File: src/rtl/usb_pkg.sv
// usb_pkg: shared state encoding, default widths and endpoint-index sizing
// for the USB endpoint transmit arbiter.
package usb_pkg;
    typedef enum logic [1:0] {IDLE, GRANT, XFER, GAP} arb_state_t;
    localparam int DATA_W_DEF = 8;
    localparam int LEN_W_DEF  = 7;
    function automatic int ep_idx_w(input int n);
        return (n > 1) ? $clog2(n) : 1;
    endfunction
endpackage

File: src/rtl/usb_rr_picker.sv
// usb_rr_picker: combinational round-robin selector; requests under prio_mask
// win outright (lowest index first), the rest rotate starting after last_grant.
module usb_rr_picker
    import usb_pkg::*;
#(
    parameter int NUM_EP = 4,
    parameter int IDX_W  = ep_idx_w(NUM_EP)
) (
    input  logic [NUM_EP-1:0] req,
    input  logic [IDX_W-1:0]  last_grant,
    input  logic [NUM_EP-1:0] prio_mask,
    output logic [IDX_W-1:0]  winner,
    output logic              valid
);
    logic [NUM_EP-1:0] pri, rr;
    assign pri   = req & prio_mask;
    assign rr    = req & ~prio_mask;
    assign valid = |req;
    always_comb begin
        winner = '0;
        for (int i = NUM_EP; i >= 1; i--)
            if (rr[(int'(last_grant) + i) % NUM_EP]) winner = IDX_W'((int'(last_grant) + i) % NUM_EP);
        for (int i = NUM_EP - 1; i >= 0; i--)
            if (pri[i]) winner = IDX_W'(i);
    end
endmodule

File: src/rtl/usb_ep_tx_arbiter.sv
// usb_ep_tx_arbiter: shares the USB transmit byte path among NUM_EP endpoints.
// Define USB_ARB_EP0_PRIO_EN to give endpoint 0 strict priority over the round-robin.
module usb_ep_tx_arbiter
    import usb_pkg::*;
#(
    parameter int NUM_EP     = 4,
    parameter int DATA_W     = DATA_W_DEF,
    parameter int LEN_W      = LEN_W_DEF,
    parameter int GAP_CYCLES = 2
) (
    input  logic                      clk,
    input  logic                      rst_n,
    input  logic [NUM_EP-1:0]         ep_req,
    input  logic [NUM_EP*LEN_W-1:0]   ep_len,
    input  logic [NUM_EP*DATA_W-1:0]  ep_data,
    output logic [NUM_EP-1:0]         ep_rd,
    output logic [NUM_EP-1:0]         ep_done,
    output logic                      tx_valid,
    output logic [DATA_W-1:0]         tx_data,
    output logic                      tx_last,
    output logic [$clog2(NUM_EP)-1:0] tx_ep,
    input  logic                      tx_ready,
    output logic                      busy
);
    localparam int IDX_W = ep_idx_w(NUM_EP);
    localparam int GW    = $clog2(GAP_CYCLES + 1);
`ifdef USB_ARB_EP0_PRIO_EN
    localparam logic [NUM_EP-1:0] PRIO_MASK = NUM_EP'(1);
`else
    localparam logic [NUM_EP-1:0] PRIO_MASK = '0;
`endif
    arb_state_t state, state_nx;
    logic [IDX_W-1:0] win, last_grant, pick;
    logic pick_vld, hs, fin;
    logic [LEN_W-1:0] cnt, len;
    logic [GW-1:0] gap_cnt;
    logic [NUM_EP-1:0] win_oh;

    usb_rr_picker #(.NUM_EP(NUM_EP), .IDX_W(IDX_W)) u_picker (
        .req       (ep_req),
        .last_grant(last_grant),
        .prio_mask (PRIO_MASK),
        .winner    (pick),
        .valid     (pick_vld)
    );

    assign len      = ep_len[int'(win)*LEN_W +: LEN_W];
    assign win_oh   = NUM_EP'(1) << win;
    assign tx_valid = state == XFER;
    assign tx_data  = tx_valid ? ep_data[int'(win)*DATA_W +: DATA_W] : '0;
    assign tx_last  = tx_valid && cnt == LEN_W'(1);
    assign tx_ep    = win;
    assign hs       = tx_valid && tx_ready;
    assign ep_rd    = hs ? win_oh : '0;
    assign busy     = state != IDLE;
    // a zero-length packet completes straight out of GRANT
    assign fin      = (state == GRANT && len == '0) || (hs && tx_last);

    always_comb begin
        state_nx = state;
        case (state)
            IDLE:    state_nx = pick_vld ? GRANT : IDLE;
            GRANT:   state_nx = (len == '0) ? GAP : XFER;
            XFER:    state_nx = (hs && tx_last) ? GAP : XFER;
            GAP:     state_nx = (gap_cnt == GW'(GAP_CYCLES - 1)) ? IDLE : GAP;
            default: state_nx = IDLE;
        endcase
    end

    always_ff @(posedge clk or negedge rst_n) begin
        if (!rst_n) begin
            state      <= IDLE;
            win        <= '0;
            last_grant <= IDX_W'(NUM_EP - 1);
            cnt        <= '0;
            gap_cnt    <= '0;
            ep_done    <= '0;
        end else begin
            state   <= state_nx;
            gap_cnt <= (state == GAP) ? gap_cnt + GW'(1) : '0;
            ep_done <= fin ? win_oh : '0;
            if (state == IDLE && pick_vld) win <= pick;
            if (state == GRANT) cnt <= len;
            else if (hs && cnt != '0) cnt <= cnt - LEN_W'(1);
            // priority grants leave the rotation position untouched
            if (hs && tx_last && !PRIO_MASK[win]) last_grant <= win;
        end
    end
endmodule

File: config.mk
export PLATFORM = sky130hd
export DESIGN_NAME = usb_ep_tx_arbiter
export DESIGN_NICKNAME = d
export VERILOG_FILES = /design/src/rtl/usb_pkg.sv /design/src/rtl/usb_rr_picker.sv /design/src/rtl/usb_ep_tx_arbiter.sv
export SDC_FILE = /design/constraint.sdc
export NUM_CORES = 1
export LEC_CHECK = 0
export BUFFER_PORTS_ARGS = -buffer_cell sky130_fd_sc_hd__buf_2
export CORE_UTILIZATION = 44
export DETAILED_ROUTE_END_ITERATION = 6
export GPL_ROUTABILITY_DRIVEN = 0
export GPL_TIMING_DRIVEN = 0
export PLACE_DENSITY = 0.81
export SLEW_MARGIN = 20
export SYNTH_ARGS = -nofsm -noshare
export SYNTH_HDL_FRONTEND = slang
export SYNTH_SLANG_ARGS = --single-unit
File: constraint.sdc
create_clock -name clk -period 1.8 [get_ports clk]
set_input_delay 0.18 -clock clk [delete_from_list [all_inputs] [get_ports clk]]
set_output_delay 0.18 -clock clk [all_outputs]
set_load 0.02 [all_outputs]
* Yosys cells after proc, flatten, opt, wreduce, memory -nomap -nowiden *
Cells that the tools add are included.

word-level totals
  memories kept = 0
  bits in read-only memories = 0
  memory bits (writable) = 0
  register bits after elaboration = 19
  bits in latches = 0
  output and inout port bits = 21
  input port bits = 67
  word-level logic and storage cells = 78

operators by class
  reductions and logical operators = 19
  $lt $le $gt $ge = 5
  mux-type cells = 29
  $add $sub $neg = 6
  equality and inequality tests = 5
  shift operators = 3
  bitwise gates (word level) = 4
  divide/modulo/power cells = 0
  $mul = 1

operator list
  cell                 count
  $shiftx 32x6->8      1
  $shiftx 28x6->7      1
  $lt 3x4->1 const B   4
  $mux 7               2
  $mux 1               12
  $mux 2               6
  $bmux 1 s2           5
  $mux 4               2
  $mux 8               1
  $pmux 2 s4           1
  $reduce_or 2->1      4
  $eq 7x1->1 const B   1
  $logic_and 1x1->1    7
  $logic_not 7->1      1
  $reduce_bool 7->1    1
  $sub 7x1->7 const B  1
  $add 2x1->2 const B  3
  $mul 2x3->5 const B  1
  $add 2x2->2 const B  2
  $and 1x1->1 const A  4
  $eq 2x1->1 const B   2
  $eq 2x2->1 const B   2
  $reduce_bool 2->1    2
  $reduce_or 4->1      1
  5 further kinds      5

* Longest topological paths before layout *
  depth after elaboration = 10
  depth in mapped cells = 6
  depth with buffers taken out = 6

* Cells and area by module *
A second synthesis with hierarchy kept.

second synthesis, totals
  cell total of the unflattened synthesis = 157
  area, all modules = 1,650.3 µm²

by module, submodules not included
  module             cells an instance  sequential area each (µm²)  area an instance (µm²)  times used
  usb_ep_tx_arbiter  124                478.0                       1,438.9                 1
  usb_rr_picker      33                 0.0                         211.5                   1

* Worst setup path before layout *
Ideal clock, no wire load.

  path type = register to output
  start point = register win[0], in the netlist tx_ep[0]
  end point = output tx_data[4]
  arrival time = 1,637 ps
  cell stages (with the launch flop) = 5
  buffers on the path = 2
  required time = 1,620 ps
  slack = -17 ps
  cell sequence = dfrtp_1 buf_6 buf_2 mux4_2 nor2b_1

on the way
  cells in the longest elaborated chain, start to end = 2

ends and longest elaborated chain
  item                    line                     text
  from (decl)             usb_ep_tx_arbiter.sv:33  logic [IDX_W-1:0] win, last_grant, pick;
  from (signal assigned)  usb_ep_tx_arbiter.sv:82  if (state == IDLE && pick_vld) win <= pick;
  $shiftx 32x6->8         usb_ep_tx_arbiter.sv:50  assign tx_data = tx_valid ? ep_data[int'(win)*DATA_W +: DATA_W] : '0;
  $mux 8                  usb_ep_tx_arbiter.sv:50
  to (decl)               usb_ep_tx_arbiter.sv:19  output logic [DATA_W-1:0] tx_data,

Every way passes these cells.

* Worst setup path after layout *
  start point = register win[0], in the netlist tx_ep[0]
  end point = output tx_data[6]

The elaborated chain is that of the path after synthesis.

==> impl_metrics.csv <==
group,metric,value,unit
route,routed_wl,4.09,mm
route,drtIter0Drc,41,
route,vias,1528,
sta,slew_headroom,70.3,%
sta,max_freq,0.525,GHz
floorplan,start_util,47.6,%
route,dr.max_layer_used,"met4",
sta,fin_crit_sh,106,%
pwr,finalPower,0.00326,W
sta,skew,0.0107,ns
route,wirelength_met1,1.69,mm
global_route,overflow,0,
synth,synth_ff_type,"dfrtp_1",
setup_path,crit_family,"multiplexers",
cells_and_area,multi_input_area,0.00103,mm²
setup_path,cp.required,1.62,ns
synth,synth.most_common_cell,"dfrtp_1",
synth,async_reset_ff_share,100,%
global_route,antenna_found_initial,0,
synth,ys_warn_count,0,
pwr,vdd_drop_max,0.848,mV
route,dr_wl_met3,200,µm
cts,clkSlewWorstSetupHoldPaths,0.12,ns
synth,synth_area_leaders,"dfrtp_1, mux4_1, mux4_2, nor2b_1, dfstp_2",
hold_path,hold_path.class,"input pin to flop",
setup_path,path_class,"flop to output port",
sta,setup_slack,-0.103,ns
floorplan,die_y,60.2,µm
floorplan,core_area,0.00313,mm²
sta,tightestPinTransition,0.445,ns
cells_and_area,finalNetCount,311,
setup_path,critPathBufInv,3,
cts,cts_sinks,19,
sta,period_needed,1.90,ns
synth,yosysTopAreaCell,"dfrtp_1",
sta,grt_setup_unrepaired,"yes",
setup_path,r2r_setup_slack,-0.05,ns
cells_and_area,n_fill_cell,222,
floorplan,ios,88,
cts,clock_latency,0.31,ns
setup_path,critPathLaunchType,"flop",
cells_and_area,drive_above_1_share,61.1,%
synth,ys_ff_latch,19,
route,drt_pass1_iterations,4,
cts,cts_tree,"yes",
status,status,"finished, violations left",
synth,syn_area,0.00149,mm²
synth,syn-num-nets,204,
setup_path,critPathCaptureType,"output port",
route,wl_per_cell,14.5,µm
synth,synth_edf_count,0,
synth,synth_common_cells,"dfrtp_1, nand2_1, mux4_1, nor2_1, nor2b_1",
global_route,grt.total_usage,24.6,%
synth,yosysUniqueCellTypes,39,
synth,yosysSeqAreaShare,32.1,%
route,final_antenna_net_count,0,
sta,finalHoldViolations,0,
setup_path,cp_max_fo,7,
floorplan,die_area,0.00362,mm²
placement,place_ws,-0.123,ns
cells_and_area,seq_area,482,µm²
global_route,grt_pass1_wl,6.38,mm
floorplan,num_rows,20,
global_route,grt_max_degree,20,
placement,hpwl,3.07,mm
sta,whs,0.218,ns
cells_and_area,final_core_util,72.2,%
global_route,grt_pass1_vias,1424,
cts,ctsHtreeMaxLevel,1,
route,viasPerCell,5.40,
sta,finalSetupViolCount,13,
sta,drv_slew,0,
cts,cts_root_buf,"clkbuf_4",
route,post-route-drc-count,0,
setup_path,path_cells,"buf_8 -> buf_8 -> mux4_2 -> nor2b_1 -> buf_2",
cells_and_area,final_cells,283,
setup_path,slowest_delay,0.47,ns
placement,port_buffers,87,
pwr,cellPowerDensity,1440,mW/mm²
cts,cts_made_buffers,3,
floorplan,die_w,60.2,µm
cells_and_area,antenna_cells,0,
pwr,leakagePower,1.08,nW
synth,syn_area_per_cell,11.2,µm²
job,drv_cap,0,
placement,dpl.cell_count,264,
setup_path,crit_slowest_cell,"mux4_2",
setup_path,cp_common_cell,"buf_8",
status,violations,"setup timing",
synth,netlist_instances,133,
cts,cts_buffer_depth,2,
route,routed-wl-met2,2.12,mm
cells_and_area,area_growth,51.6,%
synth,synth_top_area_share,28.5,%
setup_path,arrival,1.72,ns
## state kept, by name (all words and copies together), names as in the netlist
signal,flops
tx_ep,2
state,2
cnt,7
ep_done,4
gap_cnt,2
last_grant,2
## where the power goes
part	leakage [nW]	switching, W	total [W]	internal (W)
sequential	0.231	0.000179	0.000774	0.000595
combinational	0.828	0.00109	0.00226	0.00117
clock	0.0177	0.000144	0.000227	0.0000831
## metrics by stage
step | area [µm²] | setup TNS, ns
2_1_floorplan | 1490 | 0
3_3_place_gp | 1980 | -0.805
4_1_cts | 2100 | -0.917
6_report | 2260 | -0.758
5_1_grt | 2260 | -2.05
3_5_place_dp | 1980 | -0.789
## metal layers
layer / vias to the layer above / track usage (%)
met5: - / 0
met4: 0 / 11.3
met3: 8 / 4.55
met2: 70 / 41.0
met1: 720 / 30.7
li1: 730 / -
## final cells by class
cell class	count	area share, %
Buffer	6	2.33
Clock buffer	3	0.997
Clock inverter	1	0.221
Inverter	6	0.997
Multi-Input combinational cell	102	45.6
Sequential cell	19	21.3
Tap cell	44	2.44
Timing Repair Buffer	102	26.1
## cells in the final DEF, fill, tap and decap left out, types with 2 or more instances in the layout
cell type	count
nand2b_1	3
clkbuf_1	2
nor2b_4	3
buf_8	2
nand2b_4	2
ha_1	3
nor3_2	2
mux4_2	9
or2_2	2
clkbuf_4	3
a211o_1	3
buf_2	80
dfstp_2	2
nor2b_1	7
o211ai_1	6
a21oi_1	3
nor2_1	9
nand2_1	11
dfrtp_2	3
dfrtp_1	14
o21ai_0	2
inv_2	2
nand3_1	7
mux2_2	3
mux4_1	6
buf_4	17
inv_1	4
nor4_1	2
nor4_4	2
buf_6	6
## cells by family after synthesis
kind of cell	Yosys count	share of synthesized area [%]
AO/OA/AOI/OAI	20	10.4
multiplexers	19	28.1
AND/OR/NAND/NOR	59	22.3
buffers and inverters	12	3.69
flip-flops	19	32.1
adder cells (fa/ha/maj)	4	3.36
## final timing paths
path / endpoint / depth (start not counted) / start
min reg2reg: gap_cnt[0] / 1 / gap_cnt[0]
min in group asynchronous: ep_done[3] / 2 / rst_n
max: tx_data[6] / 5 / tx_ep[0]
min: state[0] / 3 / ep_req[2]
max in group asynchronous: last_grant[1] / 2 / rst_n
max reg2reg: ep_done[3] / 6 / tx_ep[0]
## worst min-delay path, stage by stage
cell and delay [ns]:
buf_2 0.10, nor4_1 0.06, o221ai_1 0.15
## repair_timing
item | 4_1_cts | 5_1_grt
resized for setup | 14 | 31
setup endpoints to repair | 19 | 18
hold buffers | 1 | 0
hold endpoints to repair | 17 | 0
pin swaps | 4 | 12
setup buffers | 4 | 10
Power figures use the tool's default switching activity.
